===== config.mk =====
export PLATFORM = sky130hd
export DESIGN_NAME = tx_frame_scheduler
export DESIGN_NICKNAME = d
export VERILOG_FILES = /design/src/rtl/tx_frame_scheduler_pkg.sv /design/src/rtl/tx_frame_scheduler_rr_arbiter.sv /design/src/rtl/tx_frame_scheduler.sv
export SDC_FILE = /design/constraint.sdc
export NUM_CORES = 1
export LEC_CHECK = 0
export CAP_MARGIN = 10
export CORE_MARGIN = 2
export CORE_UTILIZATION = 35
export CTS_BUF_LIST = sky130_fd_sc_hd__clkbuf_8
export DETAILED_ROUTE_END_ITERATION = 7
export DONT_BUFFER_PORTS = 1
export PLACE_DENSITY_LB_ADDON = 0.08
export SYNTH_ARGS = -nofsm -noshare
export SYNTH_HDL_FRONTEND = slang
export SYNTH_SLANG_ARGS = --single-unit
export TNS_END_PERCENT = 5

===== constraint.sdc =====
create_clock -name CLK -period 3.9 [get_ports CLK]
set_clock_uncertainty 0.2 [all_clocks]
set_input_delay 1.17 -clock CLK [delete_from_list [all_inputs] [get_ports CLK]]
set_output_delay 1.17 -clock CLK [all_outputs]
set_load 0.005 [all_outputs]

===== src/rtl/tx_frame_scheduler_pkg.sv =====
// Shared types and constants for the TX frame scheduler and its arbiter.
package tx_frame_scheduler_pkg;

  // Scheduler FSM: wait for a winner, then push the low byte and, for ALU
  // results only, the high byte.
  typedef enum logic [1:0] {
    IDLE    = 2'd0,
    SEND_LO = 2'd1,
    SEND_HI = 2'd2
  } state_e;

  // Requester indices, also the bit positions in the request/grant vectors.
  localparam logic [1:0] REQ_ALU = 2'd0;
  localparam logic [1:0] REQ_RF  = 2'd1;
  localparam logic [1:0] REQ_ERR = 2'd2;

  // Next requester in the round-robin ring ALU -> RF -> ERR -> ALU.
  function automatic logic [1:0] nextIdx(input logic [1:0] idx);
    return (idx == REQ_ERR) ? REQ_ALU : idx + 2'd1;
  endfunction

endpackage


===== src/rtl/tx_frame_scheduler_rr_arbiter.sv =====
// Three-way round-robin arbiter. The grant is combinational so the winner
// sees it in its request cycle; the priority pointer moves past the winner.
module rr_arbiter
  import tx_frame_scheduler_pkg::*;
(
  input  logic       clk_i,
  input  logic       rst_i,
  input  logic       en_i,
  input  logic [2:0] req_i,
  output logic [2:0] gnt_o,
  output logic [1:0] idx_o,
  output logic       valid_o
);

  logic [1:0] ptr_q;
  logic [1:0] ptr_d;
  logic [1:0] cand;
  logic       candReq;

  // Walk the ring starting at the pointer and take the first active request.
  always_comb begin
    idx_o   = ptr_q;
    valid_o = 1'b0;
    cand    = ptr_q;
    candReq = 1'b0;
    for (int k = 0; k < 3; k++) begin
      case (cand)
        REQ_ALU: candReq = req_i[0];
        REQ_RF:  candReq = req_i[1];
        REQ_ERR: candReq = req_i[2];
        default: candReq = 1'b0;
      endcase
      if (!valid_o && en_i && candReq) begin
        valid_o = 1'b1;
        idx_o   = cand;
      end
      cand = nextIdx(cand);
    end
    gnt_o = valid_o ? (3'b001 << idx_o) : 3'b000;
    ptr_d = valid_o ? nextIdx(idx_o) : ptr_q;
  end

  // Priority pointer only moves when a grant is actually issued.
  always_ff @(posedge clk_i or posedge rst_i) begin
    if (rst_i) begin
      ptr_q <= REQ_ALU;
    end else begin
      ptr_q <= ptr_d;
    end
  end

endmodule


===== src/rtl/tx_frame_scheduler.sv =====
// Shares the TX FIFO write port among the ALU (two bytes, LSB first),
// RegFile and error/status sources, honouring FIFO_FULL backpressure.
module tx_frame_scheduler
  import tx_frame_scheduler_pkg::*;
#(
  parameter int DATA_WIDTH = 8,
  parameter int CNT_WIDTH  = 8
) (
  input  logic                    CLK,
  input  logic                    RST,
  input  logic                    ALU_REQ,
  input  logic [2*DATA_WIDTH-1:0] ALU_DATA,
  output logic                    ALU_GNT,
  input  logic                    RF_REQ,
  input  logic [DATA_WIDTH-1:0]   RF_DATA,
  output logic                    RF_GNT,
  input  logic                    ERR_REQ,
  input  logic [DATA_WIDTH-1:0]   ERR_CODE,
  output logic                    ERR_GNT,
  input  logic                    FIFO_FULL,
  output logic                    FIFO_WR,
  output logic [DATA_WIDTH-1:0]   FIFO_WR_DATA,
  output logic                    BUSY,
  output logic [CNT_WIDTH-1:0]    BYTE_CNT
);

  state_e                  state_q, state_d;
  logic [2*DATA_WIDTH-1:0] hold_q, hold_d;
  logic                    isAlu_q, isAlu_d;
  logic [CNT_WIDTH-1:0]    cnt_q, cnt_d;

  logic [2:0] gntVec;
  logic [1:0] grantIdx;
  logic       grantValid;

  rr_arbiter uArb (
    .clk_i   (CLK),
    .rst_i   (RST),
    .en_i    (state_q == IDLE),
    .req_i   ({ERR_REQ, RF_REQ, ALU_REQ}),
    .gnt_o   (gntVec),
    .idx_o   (grantIdx),
    .valid_o (grantValid)
  );

  assign ALU_GNT  = gntVec[REQ_ALU];
  assign RF_GNT   = gntVec[REQ_RF];
  assign ERR_GNT  = gntVec[REQ_ERR];
  assign BUSY     = (state_q != IDLE);
  assign BYTE_CNT = cnt_q;

  // Write strike follows FIFO_FULL directly; the byte shown depends on phase.
  always_comb begin
    FIFO_WR      = (state_q != IDLE) && !FIFO_FULL;
    FIFO_WR_DATA = (state_q == SEND_HI) ? hold_q[2*DATA_WIDTH-1:DATA_WIDTH]
                                        : hold_q[DATA_WIDTH-1:0];
  end

  // Next-state logic: capture the winner's data, then stall on full.
  always_comb begin
    state_d = state_q;
    hold_d  = hold_q;
    isAlu_d = isAlu_q;
    cnt_d   = FIFO_WR ? cnt_q + CNT_WIDTH'(1) : cnt_q;
    case (state_q)
      IDLE: begin
        if (grantValid) begin
          state_d = SEND_LO;
          isAlu_d = (grantIdx == REQ_ALU);
          case (grantIdx)
            REQ_ALU: hold_d = ALU_DATA;
            REQ_RF:  hold_d = {{DATA_WIDTH{1'b0}}, RF_DATA};
            default: hold_d = {{DATA_WIDTH{1'b0}}, ERR_CODE};
          endcase
        end
      end
      SEND_LO: begin
        if (!FIFO_FULL) begin
          state_d = isAlu_q ? SEND_HI : IDLE;
        end
      end
      SEND_HI: begin
        if (!FIFO_FULL) begin
          state_d = IDLE;
        end
      end
      default: state_d = IDLE;
    endcase
  end

  // State registers; reset drops any half-sent transaction.
  always_ff @(posedge CLK or posedge RST) begin
    if (RST) begin
      state_q <= IDLE;
      hold_q  <= '0;
      isAlu_q <= 1'b0;
      cnt_q   <= '0;
    end else begin
      state_q <= state_d;
      hold_q  <= hold_d;
      isAlu_q <= isAlu_d;
      cnt_q   <= cnt_d;
    end
  end

endmodule


==> flow_summary.yaml <==
grt:
  antenna_found_initial: 0
  first_global_vias: 1238
  grt_overflow: 0
  grt_use_total: 0.1635
  grt_max_degree: 30
  grt_pass1_wl_um: 6237
timing:
  finalCriticalPeriod_ns: 3.557
  max_freq_mhz: 281.1
  final-setup-viol-count: 0
  tightest_slew_ns: 0.7516
  rsz0062_at_grt: "no"
  slew-limit-headroom: 0.4989
  hold_viol_final: 0
  tns_ns: 0
  slew_violations: 0
  min_period_over_period: 0.9122
die:
  num_rows: 24
  dieArea_um2: 4928
  core-area_um2: 4294
  pin_count: 59
  die_y_um: 70.20
  chipWidth_um: 70.20
  start_util: 0.3572
worst_setup_path:
  r2r_setup_slack_ns: 1.71
  cp_slowest_cell: "or4_4"
  required_ns: 2.53
  cp_cell_sequence: "inv_1 > or4_4 > o311ai_4 > and2_4"
  crit_path_max_fanout: 9
  cp.arrival_ns: 2.19
  cp-start-kind: "input port"
  worstSetupPathType: "input port to primary output"
  cpPeakStageDelay_ns: 0.55
  cp-end-kind: "primary output"
routing:
  wl_per_cell_um: 19.00
  drt-total-wl_um: 3856
  firstDrtPassIters: 4
  vias: 1187
  ant_nets: 0
  drcViolationCount: 0
  viasPerCell: 5.847
  drt_iter0_drc: 62
power_and_ir_drop:
  pwr-share-seq: 0.359
  power_frac_comb: 0.397
  ir_worst_vdd_mv: 0.3561
  p_total_mw: 1.515
  p_clk_frac: 0.244
  p_switching_uw: 576.5
  switching_share: 0.3805
  powerDensity_nw_per_um2: 876.2
  p_int_uw: 938.6
  power_leakage_nw: 0.7457
layout:
  nFillCells: 415
  final_cell_mix: "dfrtp_1 (29), nor2_1 (13), a21oi_1 (11), nand2_1 (11), mux2_2 (9)"
  drive_above_1_share: 0.1921
  final_common_cell: "dfrtp_1"
  diodes: 0
  nNetsFinal: 189
  area_growth_pct: 12.72
place:
  hpwl_um: 2727
  io_buffers: 0
  gp_congestion: 0.8131
yosys:
  synth-seq-cells: 29
  seq_area_frac_synth: 0.4731
  syn_avg_cell_area_um2: 10.51
  synth_nets: 185
  ys_warn_count: 0
  synth_area_um2: 1534
  synth_cell_types: 37
  syn_inst: 146
clock_tree:
  cts_made_buffers: 5
  cts_tree: "yes"
  cts.htree.levels: 2
  worstSkewPairLatency_ns: 0.27
  clk_pin_slew_ns: 0.07
  clock-root-buffer: "clkbuf_8"
  cts.sinks: 29
  hold_buffers: 0
  cts_resized: 0
  post_cts_buffers: 0
  clockBufferDepth: 2
run_status:
  status: "complete, no violations"
run:
  drv_cap: 0
worst_hold_path:
  hold_class: "register to register"
==> synthesized netlist by cell type <==
cell | number | share of area
xor2_1 | 4 | 0.023
nor2_2 | 1 | 0.0041
o21ai_0 | 7 | 0.023
a21o_1 | 2 | 0.0098
inv_2 | 1 | 0.0024
and2_1 | 1 | 0.0041
a21oi_2 | 1 | 0.0057
nand2b_1 | 3 | 0.012
clkbuf_1 | 1 | 0.0024
a21boi_1 | 1 | 0.0049
buf_4 | 3 | 0.015
buf_2 | 1 | 0.0033
a31oi_1 | 1 | 0.0041
ha_1 | 1 | 0.0082
a221oi_1 | 8 | 0.046
a21oi_1 | 11 | 0.036
nor3_1 | 3 | 0.0098
or4_4 | 1 | 0.0073
and2b_2 | 1 | 0.0057
nor2b_1 | 3 | 0.012
nor2_1 | 13 | 0.032
o311ai_4 | 2 | 0.034
a22o_1 | 8 | 0.046
xnor2_1 | 3 | 0.017
inv_1 | 3 | 0.0073
and3_1 | 1 | 0.0041
a211oi_1 | 1 | 0.0049
buf_6 | 2 | 0.015
and2_4 | 1 | 0.0057
nor4_1 | 1 | 0.0041
nand4_1 | 2 | 0.0082
dfrtp_1 | 29 | 0.47
o21ai_1 | 1 | 0.0033
mux2_2 | 9 | 0.066
nand3_1 | 3 | 0.0098
nand2_1 | 11 | 0.027
nand3b_1 | 1 | 0.0049
==> kinds of logic (layout without fill, tap and decap cells) <==
logic type / after synthesis / in the layout / synth area share
buf+inv: 11 / 16 / 0.04485
compound gates: 43 / 43 / 0.2170
fa+ha+maj: 1 / 1 / 0.008155
mux: 9 / 9 / 0.06607
xor+xnor: 7 / 7 / 0.03997
flops: 29 / 29 / 0.4731
simple gates: 46 / 46 / 0.1509
==> metrics by stage <==
stage | hold slack (ns) | area (um^2) | instances | worst slack [ns] | utilization
final | 0.2802 | 1729 | 203 | 0.3425 | 0.4027
after floorplan | 0.2502 | 1534 | 146 | 0.2924 | -
after global routing | 0.3114 | 1729 | 203 | 0.3027 | 0.4027
after global placement | 0.2727 | 1568 | 194 | 0.3996 | 0.3651
after CTS | 0.2857 | 1702 | 202 | 0.3591 | 0.3963
after detailed placement | 0.2701 | 1568 | 194 | 0.3578 | 0.3651
==> worst max-delay path: cells and delay by family <==
kind                   cells  cell delay (ns)
and+or+nand+nor            2             0.79
buffers and inverters      1             0.05
AOI/OAI and AO/OA          1             0.17
==> layout make-up <==
class                           count  area (um^2)  share of cell area
Timing Repair Buffer                4        50.05             0.02894
Clock buffer                        5        68.82             0.03980
Clock inverter                      3        65.06             0.03763
Multi-Input combinational cell    106        739.5              0.4276
Tap cell                           52        65.06             0.03763
Sequential cell                    29        725.7              0.4197
Inverter                            4        15.01            0.008683
==> layer usage <==
metal,wire [um],global-route usage
met1,1599,0.1983
met2,1922,0.2646
met4,71,0.06410
met3,263,0.05916
met5,0,0
==> registers in the layout, summed over array words and instances (netlist names) <==
signal	cells
BYTE_CNT	8
state_q	2
isAlu_q	1
hold_q	16
uArb.ptr_q	2
==> path summary, 6_finish.rpt <==
kind                               to           from  cells after the start
min in group asynchronous  hold_q[10]            RST                      1
setup reg to reg            hold_q[3]  uArb.ptr_q[1]                      5
hold reg to reg               isAlu_q        isAlu_q                      1
setup / recovery               RF_GNT         RF_REQ                      4
hold / removal                isAlu_q        isAlu_q                      1
max in group asynchronous  hold_q[13]            RST                      2
==> power groups by stage <==
stage               combinational (mW)  sequential, mW  clock, mW
floorplan                        0.504           0.507          0
global placement                 0.580           0.543          0
detailed placement               0.599           0.545          0
CTS                              0.598           0.542      0.381
global route                     0.672           0.562      0.394
finish                           0.602           0.544      0.369
Power figures use the tool's default switching activity.
